**src/rtl/timer_mmss_down_counter.sv**
```systemverilog
// MM:SS countdown timer: calculator-style BCD digit entry while idle, 1 Hz countdown while running.
// Optional build macro TIMER_SEC_CLAMP_EN clamps a shifted-in seconds-tens digit to SEC_TENS_MAX.
//
// state | meaning
// IDLE  | all digits zero, not counting
// SET   | digits nonzero, entry allowed (enablen=1 or paused)
// RUN   | counting down on each 1 Hz tick
// DONE  | countdown just reached 0000; done pulses here for one cycle
module timer_mmss_down_counter #(
  parameter logic [3:0] SEC_TENS_MAX = 4'd5,
  parameter logic [3:0] SEC_ONES_MAX = 4'd9
) (
  input  logic       clk,
  input  logic       rst,
  input  logic [3:0] D,
  input  logic       loadn,
  input  logic       pgt_1Hz,
  input  logic       enablen,
  input  logic       clearn,
  output logic [3:0] min_tens,
  output logic [3:0] min_ones,
  output logic [3:0] sec_tens,
  output logic [3:0] sec_ones,
  output logic       zero,
  output logic       done
);

  typedef enum logic [1:0] {IDLE, SET, RUN, DONE} state_t;

  state_t     state, state_nxt;
  logic       loadn_q, tick_q;
  logic       loadn_fall, tick_rise, load_ok;
  logic [3:0] mt_nxt, mo_nxt, st_nxt, so_nxt;
  logic [3:0] mt_dec, mo_dec, st_dec, so_dec;
  logic [3:0] ld_sec_tens;
  logic       b_so, b_st, b_mo;

  assign loadn_fall = loadn_q & ~loadn;
  assign tick_rise  = pgt_1Hz & ~tick_q;
  assign load_ok    = loadn_fall && (D <= 4'd9);
  assign zero       = (min_tens == 4'd0) && (min_ones == 4'd0) &&
                      (sec_tens == 4'd0) && (sec_ones == 4'd0);
  assign done       = (state == DONE);

`ifdef TIMER_SEC_CLAMP_EN
  assign ld_sec_tens = (sec_ones > SEC_TENS_MAX) ? SEC_TENS_MAX : sec_ones;
`else
  assign ld_sec_tens = sec_ones;
`endif

  // Borrow chain; out-of-range seconds tens simply counts down toward the reload value.
  always_comb begin
    b_so   = (sec_ones == 4'd0);
    so_dec = b_so ? SEC_ONES_MAX : sec_ones - 4'd1;
    b_st   = b_so && (sec_tens == 4'd0);
    st_dec = b_so ? ((sec_tens == 4'd0) ? SEC_TENS_MAX : sec_tens - 4'd1) : sec_tens;
    b_mo   = b_st && (min_ones == 4'd0);
    mo_dec = b_st ? ((min_ones == 4'd0) ? 4'd9 : min_ones - 4'd1) : min_ones;
    mt_dec = b_mo ? min_tens - 4'd1 : min_tens;
  end

  always_comb begin
    state_nxt = state;
    mt_nxt    = min_tens;
    mo_nxt    = min_ones;
    st_nxt    = sec_tens;
    so_nxt    = sec_ones;
    if (!clearn) begin
      state_nxt = IDLE;
      mt_nxt    = 4'd0;
      mo_nxt    = 4'd0;
      st_nxt    = 4'd0;
      so_nxt    = 4'd0;
    end else begin
      case (state)
        IDLE, SET: begin
          if (load_ok) begin
            mt_nxt = min_ones;
            mo_nxt = sec_tens;
            st_nxt = ld_sec_tens;
            so_nxt = D;
          end
          if (!enablen && !zero)
            state_nxt = RUN;
          else if ({mt_nxt, mo_nxt, st_nxt, so_nxt} != 16'h0000)
            state_nxt = SET;
          else
            state_nxt = IDLE;
        end
        RUN: begin
          if (enablen) begin
            state_nxt = SET;
          end else if (tick_rise && !zero) begin
            mt_nxt = mt_dec;
            mo_nxt = mo_dec;
            st_nxt = st_dec;
            so_nxt = so_dec;
            if ({mt_dec, mo_dec, st_dec, so_dec} == 16'h0000)
              state_nxt = DONE;
          end
        end
        DONE:    state_nxt = IDLE;
        default: state_nxt = IDLE;
      endcase
    end
  end

  always_ff @(posedge clk) begin
    if (rst) begin
      state    <= IDLE;
      min_tens <= 4'd0;
      min_ones <= 4'd0;
      sec_tens <= 4'd0;
      sec_ones <= 4'd0;
      loadn_q  <= 1'b1;
      tick_q   <= 1'b0;
    end else begin
      state    <= state_nxt;
      min_tens <= mt_nxt;
      min_ones <= mo_nxt;
      sec_tens <= st_nxt;
      sec_ones <= so_nxt;
      loadn_q  <= loadn;
      tick_q   <= pgt_1Hz;
    end
  end

endmodule

```
**config.mk**
```make
export PLATFORM = sky130hd
export DESIGN_NAME = timer_mmss_down_counter
export DESIGN_NICKNAME = d
export VERILOG_FILES = /design/src/rtl/timer_mmss_down_counter.sv
export SDC_FILE = /design/constraint.sdc
export NUM_CORES = 1
export LEC_CHECK = 0
export ABC_AREA = 1
export BUFFER_PORTS_ARGS = -buffer_cell sky130_fd_sc_hd__clkbuf_2
export CAP_MARGIN = 0
export CORE_MARGIN = 2
export CORE_UTILIZATION = 51
export CTS_CLUSTER_DIAMETER = 100
export DETAILED_ROUTE_END_ITERATION = 12
export GPL_TIMING_DRIVEN = 0
export PLACE_DENSITY = 0.76
export SYNTH_ARGS = -nofsm -noshare
export SYNTH_HDL_FRONTEND = slang
export SYNTH_SLANG_ARGS = --single-unit
```
**constraint.sdc**
```tcl
create_clock -name clk -period 1.75 [get_ports clk]
set_input_delay 0.35 -clock clk [delete_from_list [all_inputs] [get_ports clk]]
set_output_delay 0.35 -clock clk [all_outputs]
set_load 0.005 [all_outputs]
```
Word-level counts from Yosys, hierarchy flattened
Cells that the tools add are included.
{ "op_classes": {"add_sub_neg": 4, "mul": 0, "div": 0, "magnitude_cmp": 1, "eq_ne": 7, "n_shift": 0, "muxes": 36, "n_bitwise": 5, "n_reduce_logical": 22} }
{ "ops": {"columns": ["op", "count"], "rows": [
  ["two-way mux 4 bit", 26],
  ["case mux 4 bit (2 select lines)", 4],
  ["zero test 16 bit", 1],
  ["zero test 4 bit", 4],
  ["nonzero test 16 bit", 1],
  ["subtractor 4 x 1 -> 4 bit (second input constant)", 4],
  ["logical AND 1 bit", 8],
  ["two-way mux 2 bit", 4],
  ["!= test 3 bit (second input constant)", 2],
  ["case mux 2 bit (3 select lines)", 1],
  ["equality test 2 bit (second input constant)", 2],
  ["<= comparator 4 bit (second input constant)", 1],
  ["!= test 2 bit (second input constant)", 2],
  ["OR reduction 2 bit", 2],
  ["inverter 1 bit", 3],
  ["AND reduction 3 bit", 1],
  ["AND 1 bit", 2],
  ["equality test 2 x 1 -> 1 bit (second input constant)", 1],
  ["zero test 1 bit", 2],
  ["zero test 2 bit", 1],
  ["AND reduction 2 bit", 1],
  ["nonzero test 2 bit", 1],
  ["two-way mux 1 bit", 1]
]} }
{ "totals": {"register_bits": 20, "latch_bits": 0, "ramBits": 0, "romBits": 0, "inputBits": 10, "output_inout_bits": 18, "elab_cells": 82, "memories": 0} }

Logic depth before layout (Yosys ltp)
Gate-level depths: netlist of the first run.
{ "logic_depth": {"depth_word": 10, "ltp_mapped": 13, "ltp_nobuf": 13} }

Worst setup path before layout of the first run
Ideal clock, no wire load.
{ "synth_timing": {"kind": "register -> register", "startpoint": "register sec_ones[0]", "endpoint": "register sec_ones[0]", "setup_time_ns": 0.116, "t_arrival_ns": 1.594, "t_required_ns": 1.634, "path_slack_ns": 0.040, "path_stages_with_launch": 13, "period_less_slack_ns": 1.710, "path_cell_list": "dfxtp_1 -> buf_6 -> nor2_4 -> nand2_4 -> nor2_8 -> nand2_4 -> o21ai_4 -> inv_2 -> nand2_2 -> nand2_4 -> buf_6 -> o21ai_0 -> nor2_1"} }
{ "synth_between": {"elab_chain_len": 6} }
{ "synth_lines": {"columns": ["element", "line", "rtl"], "rows": [
  ["from (decl)", "23", "output logic [3:0] sec_ones,"],
  ["from (signal assigned)", "122", "sec_ones <= so_nxt;"],
  ["branches (longest 6 deep; another with subtractor 4 x 1 -> 4 bit)", null, null]
]} }
Several ways; the timed one is not identified. The select of a mux whose other input is x is not followed.
A chain may end at the register's enable or synchronous reset.

Final worst setup path of the first run
{ "layout_timing": {"startpoint": "register sec_ones[3]", "endpoint": "register min_tens[2]"} }
{ "layout_between": {"elab_chain_len": 7} }
{ "layout_lines": {"columns": ["element", "line", "rtl"], "rows": [
  ["zero test 4 bit (*)", "42, 53", null],
  ["logical AND 1 bit", "55", "b_st = b_so && (sec_tens == 4'd0);"],
  ["logical AND 1 bit", "57", "b_mo = b_st && (min_ones == 4'd0);"],
  ["two-way mux 4 bit", "59", "mt_dec = b_mo ? min_tens - 4'd1 : min_tens;"],
  ["two-way mux 4 bit", "93", "end else if (tick_rise && !zero) begin"],
  ["two-way mux 4 bit", "91", "if (enablen) begin"],
  ["case mux 4 bit (2 select lines)", "75", "case (state)"],
  ["to (signal assigned)", "119", "min_tens <= mt_nxt;"],
  ["to (decl)", "20", "output logic [3:0] min_tens,"]
]} }
Every way passes the cells marked *; elsewhere a longest branch is shown, timed or not. The select of a mux whose other input is x is not followed.

==> results of run 1 <==
-- report_power, final --
part	internal [uW]	leakage (uW)	switching, uW	total, uW
sequential	477	0.000169	39.5	517
clock	127	0.0000210	159	286
combinational	289	0.000923	407	695
total	893	0.00111	605	1500
-- what timing repair did --
action,4_1_cts,5_1_grt
cloned,0,2
setup buffers,3,11
resized for setup,15,40
pin swaps,4,8
setup endpoints to repair,18,17
-- registers in the layout, summed over array words and instances, names as in the netlist --
name	cells
state	2
sec_tens	4
tick_q	1
loadn_q	1
min_tens	4
min_ones	4
sec_ones	4
-- layout make-up --
class,instances,area [um2]
multi-input cells,237,1170
inverters,27,109
fillers,314,927
flip-flops and latches,20,427
repair buffers,43,294
plain buffers,8,55.1
clock buffers,4,36.3
well taps,44,55.1
-- per-stage QoR --
stage                     area (um2)  std cells  setup TNS [ns]  utilization [%]
final                           2150        383               0             69.9
after global routing            2150        383          -0.499             69.9
after CTS                       1930        371          -0.181             62.8
after detailed placement        1850        364           -2.47             60.0
after global placement          1850        364           -2.29             60.0
after floorplan                 1660        293               0                -
-- routing by layer --
layer,vias up,part of all wire (%)
met5,-,0
met4,0,1.4
met3,8,8.1
met2,91,47
met1,938,43
li1,1019,-
-- worst max-delay path, cell delays in order, from the launching register on --
cell,delay [ns]
dfxtp_4,0.39
nor2_4,0.15
nand2_4,0.09
nor2_8,0.16
nand2_8,0.08
o21ai_4,0.17
inv_2,0.06
nand2_4,0.08
nand2_8,0.09
clkbuf_16,0.19
o21ai_1,0.13
nor2_1,0.06
-- kinds of logic after synthesis --
kind of cell	after synthesis
AO/OA/AOI/OAI	33
XOR/XNOR	4
adder cells (fa/ha/maj)	2
buffers and inverters	36
flip-flops	20
AND/OR/NAND/NOR	198
-- synthesized netlist by cell type --
cell type   n  area share [%]
a21oi_1     7             2.1
buf_6       3             2.0
clkbuf_1    6             1.4
dfxtp_1    20              24
ha_1        2             1.5
inv_1      25             5.7
inv_2       1            0.23
inv_4       1            0.38
nand2_1    99              22
nand2_2     1            0.38
nand2_4     3             2.0
nand3_1    32             9.7
nand3b_1    1            0.45
nand4_1     1            0.38
nor2_1     54              12
nor2_4      3             2.0
nor2_8      1             1.2
nor3_1      3            0.91
o21a_1      1            0.45
o21ai_0    22             6.6
o21ai_1     1            0.30
o21ai_4     1            0.98
o22ai_1     1            0.38
xor2_1      4             2.1
-- how the worst max path moves through the flow --
stage                     cells after the start                  endpoint  slack, ns
after floorplan                              12  sec_ones[0]$_SDFFE_PP0P_       0.04
after global placement                       11     state[0]$_SDFFE_PP0P_      -0.23
after detailed placement                     11     state[0]$_SDFFE_PP0P_      -0.19
after CTS                                    12  sec_tens[0]$_SDFFE_PP0P_      -0.03
after global routing                         11  min_tens[2]$_SDFFE_PP0P_      -0.06
final                                        11  min_tens[2]$_SDFFE_PP0P_      0.008
==> impl_metrics.tcl, run 1 <==
set metrics [dict create \
    tritoncts "done" \
    htree_levels 1 \
    timing.rr.end "min_tens[2]$_SDFFE_PP0P_" \
    cts_sinks 20 \
    layout_min_cycle_time_ns 1.74 \
    dr.pass1.iters 5 \
    route.detailed.drc 0 \
    dp_hpwl_um 3330 \
    wire_per_inst_um 13.5 \
    dieArea_um2 3720 \
    layout-drive-gt1-share_pct 25.4 \
    io_buffers 27 \
    drv_slew 0 \
    grt_pass1_wl_um 7720 \
    p_total_uw 1500 \
    syn-cell-area_um2 1660 \
    hold_buffers 0 \
    routed_wl_um 5160 \
    hold_path_startpoint "rst" \
    r2r-start "sec_ones[3]$_SDFFE_PP0P_" \
    max_freq_ghz 0.574 \
    crit_path_max_fanout 7 \
    ys_ff_latch 20 \
    ant_nets 0 \
    synth-compound-area-share_pct 10.9 \
    place_congestion 0.909 \
    crit_arrival_ns 1.97 \
    required_ns 1.98 \
    overflow 0 \
    min_to "tick_q$_SDFF_PP0_" \
    synth_mux_area_share_pct 0 \
    dieHeight_um 61.0 \
    synth-simple-area-share_pct 51.7 \
    synth_top_family_by_area "simple AND/OR/NAND/NOR gates" \
    viasPerCell 5.37 \
    hold_class "primary input to flip-flop" \
    layout_common_cells "96 x nand2_1, 48 x nor2_1, 30 x nand3_1, 29 x clkbuf_2, 25 x inv_1" \
    place_ws_ns -0.185 \
    p_leak_uw 0.00111 \
    synth_cell_types 24 \
    grt_pass1_vias 1711 \
    reg2reg_depth 11 \
    avgSynthCellArea_um2 5.66 \
    max_cap_violations 0 \
    hold_viol 0 \
    setup_ws_ns 0.00822 \
    tightest_slew_ns 0.561 \
    initial_core_util_pct 53.9 \
    met2_usage_pct 45.2 \
    first_iter_violations 140 \
    critPathKind "flip-flop to flip-flop" \
    grt_antenna_before_repair 0 \
    area_delta_synth_final_pct 29.7 \
    cts_made_buffers 3 \
    synthAdderAreaFrac_pct 1.51 \
    maxSlewHeadroom_pct 62.6 \
    run_status "finished, final reports clean" \
    grtUsageTotal_pct 27.9 \
    fin_nets 352 \
    power_density_nw_per_um2 697 \
    diodes 0 \
    die_x_um 61.0 \
    synth_nets 305 \
    endpoint_kind "flip-flop" \
    clk_path_buf_depth 2 \
    crit_path_start "sec_ones[3]$_SDFFE_PP0P_" \
    gr-usage-met3_pct 2.52 \
    grt_max_degree 12 \
    core.rowCount 20 \
    fin_worst_skew_ns 0.00909 \
    final_common_cell "nand2_1" \
    whs_path_depth 2 \
    clock-root-buffer "clkbuf_4" \
    crit_path_start_kind "flip-flop" \
    whs_ns 0.195 \
    setup-violations-final 0 \
    period_share_pct 99.5 \
    top_usage_layer "met2" \
    syn_inst 293 \
    clock_latency_ns 0.32 \
    cts.clk_slew.worst_paths_ns 0.13 \
    ios 28 \
    grt_use_met1_pct 39.1 \
    rsz0062_at_grt "yes" \
    vdd_drop_max_mv 0.361 \
    route.vias.total 2056 \
    ys_seq_area_share_pct 24.2 \
    r2r_setup_slack_ns 0.008 \
    core_um2 3080 \
    synth_xor_area_share_pct 2.11 \
    yosysWarnings 0 \
]
Note: power is estimated with default switching activity, not from simulation.
==> inputs of run 2 (changes only) <==
--- a/config.mk
+++ b/config.mk
@@ -14,6 +14,7 @@
 export DETAILED_ROUTE_END_ITERATION = 12
 export GPL_TIMING_DRIVEN = 0
 export PLACE_DENSITY = 0.76
+export RECOVER_POWER = 50
 export SYNTH_ARGS = -nofsm -noshare
 export SYNTH_HDL_FRONTEND = slang
 export SYNTH_SLANG_ARGS = --single-unit
==> impl_metrics.tcl, run 2 (same netlist as run 1, synthesis figures left out) <==
set metrics [dict create \
    r2r-start "sec_ones[3]$_SDFFE_PP0P_" \
    dp_hpwl_um 3330 \
    layout_min_cycle_time_ns 1.74 \
    core.rowCount 20 \
    core_um2 3080 \
    fin_nets 352 \
    required_ns 1.98 \
    dieHeight_um 61.0 \
    crit_path_max_fanout 7 \
    rsz0062_at_grt "yes" \
    cpMaxStageDelayCell "dfxtp_4" \
    p_leak_uw 0.00111 \
    crit_path_start_kind "flip-flop" \
    whs_ns 0.195 \
    layout_common_cells "96 x nand2_1, 48 x nor2_1, 30 x nand3_1, 27 x clkbuf_2, 25 x inv_1" \
    setup-violations-final 0 \
    grt_pass1_wl_um 7720 \
    run_status "finished, final reports clean" \
    grt_pass1_vias 1711 \
    crit_arrival_ns 1.97 \
    wire_per_inst_um 13.5 \
    hold_buffers 0 \
    die_x_um 61.0 \
    maxSlewHeadroom_pct 62.5 \
    grt_antenna_before_repair 0 \
    layoutNonFillerInstCount 383 \
    power_density_nw_per_um2 697 \
    route.vias.total 2050 \
    htree_levels 1 \
    fin_worst_skew_ns 0.00947 \
    dp.cells 364 \
    routed_wl_um 5150 \
    viasPerCell 5.35 \
    diodes 0 \
    vdd_drop_max_mv 0.361 \
    endpoint_kind "flip-flop" \
    cts_sinks 20 \
    max_cap_violations 0 \
    dieArea_um2 3720 \
    hold_viol 0 \
    max_freq_ghz 0.574 \
    final_common_cell "nand2_1" \
    dr.pass1.iters 4 \
    area_delta_synth_final_pct 29.6 \
    place_congestion 0.909 \
    clock-root-buffer "clkbuf_4" \
    first_iter_violations 140 \
    ant_nets 0 \
    period_share_pct 99.5 \
    register_area_um2 427 \
    drv_slew 0 \
    clk_path_buf_depth 2 \
    hold_class "primary input to flip-flop" \
    crit_path_start "sec_ones[3]$_SDFFE_PP0P_" \
    cts_made_buffers 3 \
    p_total_uw 1500 \
    placed_area_um2 1850 \
    clock_latency_ns 0.32 \
    grt_max_degree 12 \
    io_buffers 27 \
    grtUsageTotal_pct 27.9 \
    stdcell_area_um2 2150 \
    slowest_delay_ns 0.39 \
    critPathKind "flip-flop to flip-flop" \
    tritoncts "done" \
    layout-drive-gt1-share_pct 24.8 \
    initial_core_util_pct 53.9 \
    overflow 0 \
    cts.clk_slew.worst_paths_ns 0.13 \
    tightest_slew_ns 0.562 \
    filler_cell_count 315 \
    cp_cell_sequence "nor2_4 -> nand2_4 -> nor2_8 -> nand2_8 -> o21ai_4 -> inv_2 -> nand2_4 -> nand2_8 -> clkbuf_16 -> o21ai_1 -> nor2_1" \
    hold_path_startpoint "rst" \
    ios 28 \
    route.detailed.drc 0 \
    multi_input_area_um2 1170 \
]
[run 2: cell types whose count changed in the layout (fill, tap and decap cells not counted)]
cell / change
clkbuf_1: +2
clkbuf_2: -2
[run 2: final cells by class]
cell class / instances / area share (%)
Tap cell: 44 / 2.56
Sequential cell: 20 / 19.9
Clock buffer: 4 / 1.69
Inverter: 27 / 5.07
Buffer: 8 / 2.56
Timing Repair Buffer: 43 / 13.6
Multi-Input combinational cell: 237 / 54.7
[run 2: repair_timing]
action                     in CTS  in global routing
setup endpoints to repair      18                 17
resized for setup              15                 40
setup buffers                   3                 11
hold endpoints to repair        0                  0
cloned                          0                  2
pin swaps                       4                  8
[run 2: critical path, delay by kind of cell, from the launching register on]
kind | cells | cell delay [ns]
buf+inv | 2 | 0.25
simple gates | 7 | 0.71
compound gates | 2 | 0.30
flops | 1 | 0.39
[run 2: stage by stage]
step | TNS, ns | util [%] | setup slack, ns
6_report | 0 | 69.8 | 0.00830
3_5_place_dp | -2.47 | 60.0 | -0.185
2_1_floorplan | 0 | - | 0.0399
4_1_cts | -0.181 | 62.8 | -0.0260
5_1_grt | -0.499 | 69.8 | -0.0597
3_3_place_gp | -2.29 | 60.0 | -0.230
[run 2: worst paths after layout]
path	cells past startpoint	endpoint	slack (ns)
setup / recovery	11	min_tens[2]$_SDFFE_PP0P_	0.008
hold / removal	2	tick_q$_SDFF_PP0_	0.19
setup reg to reg	11	min_tens[2]$_SDFFE_PP0P_	0.008
hold reg to reg	2	sec_tens[3]$_SDFFE_PP0P_	0.53
[run 2: per-layer routing]
layer,GRT usage (%),vias to the layer above,part of all wire (%)
met5,0,-,0
met4,9.63,0,1.5
met3,2.52,10,7.7
met2,45.2,79,48
met1,39.1,941,43
li1,-,1020,-
[run 2: where the power goes]
part,internal [uW],switching (uW),leakage [uW]
Sequential,477,39.7,0.000169
Combinational,288,406,0.000917
Clock,127,159,0.0000210
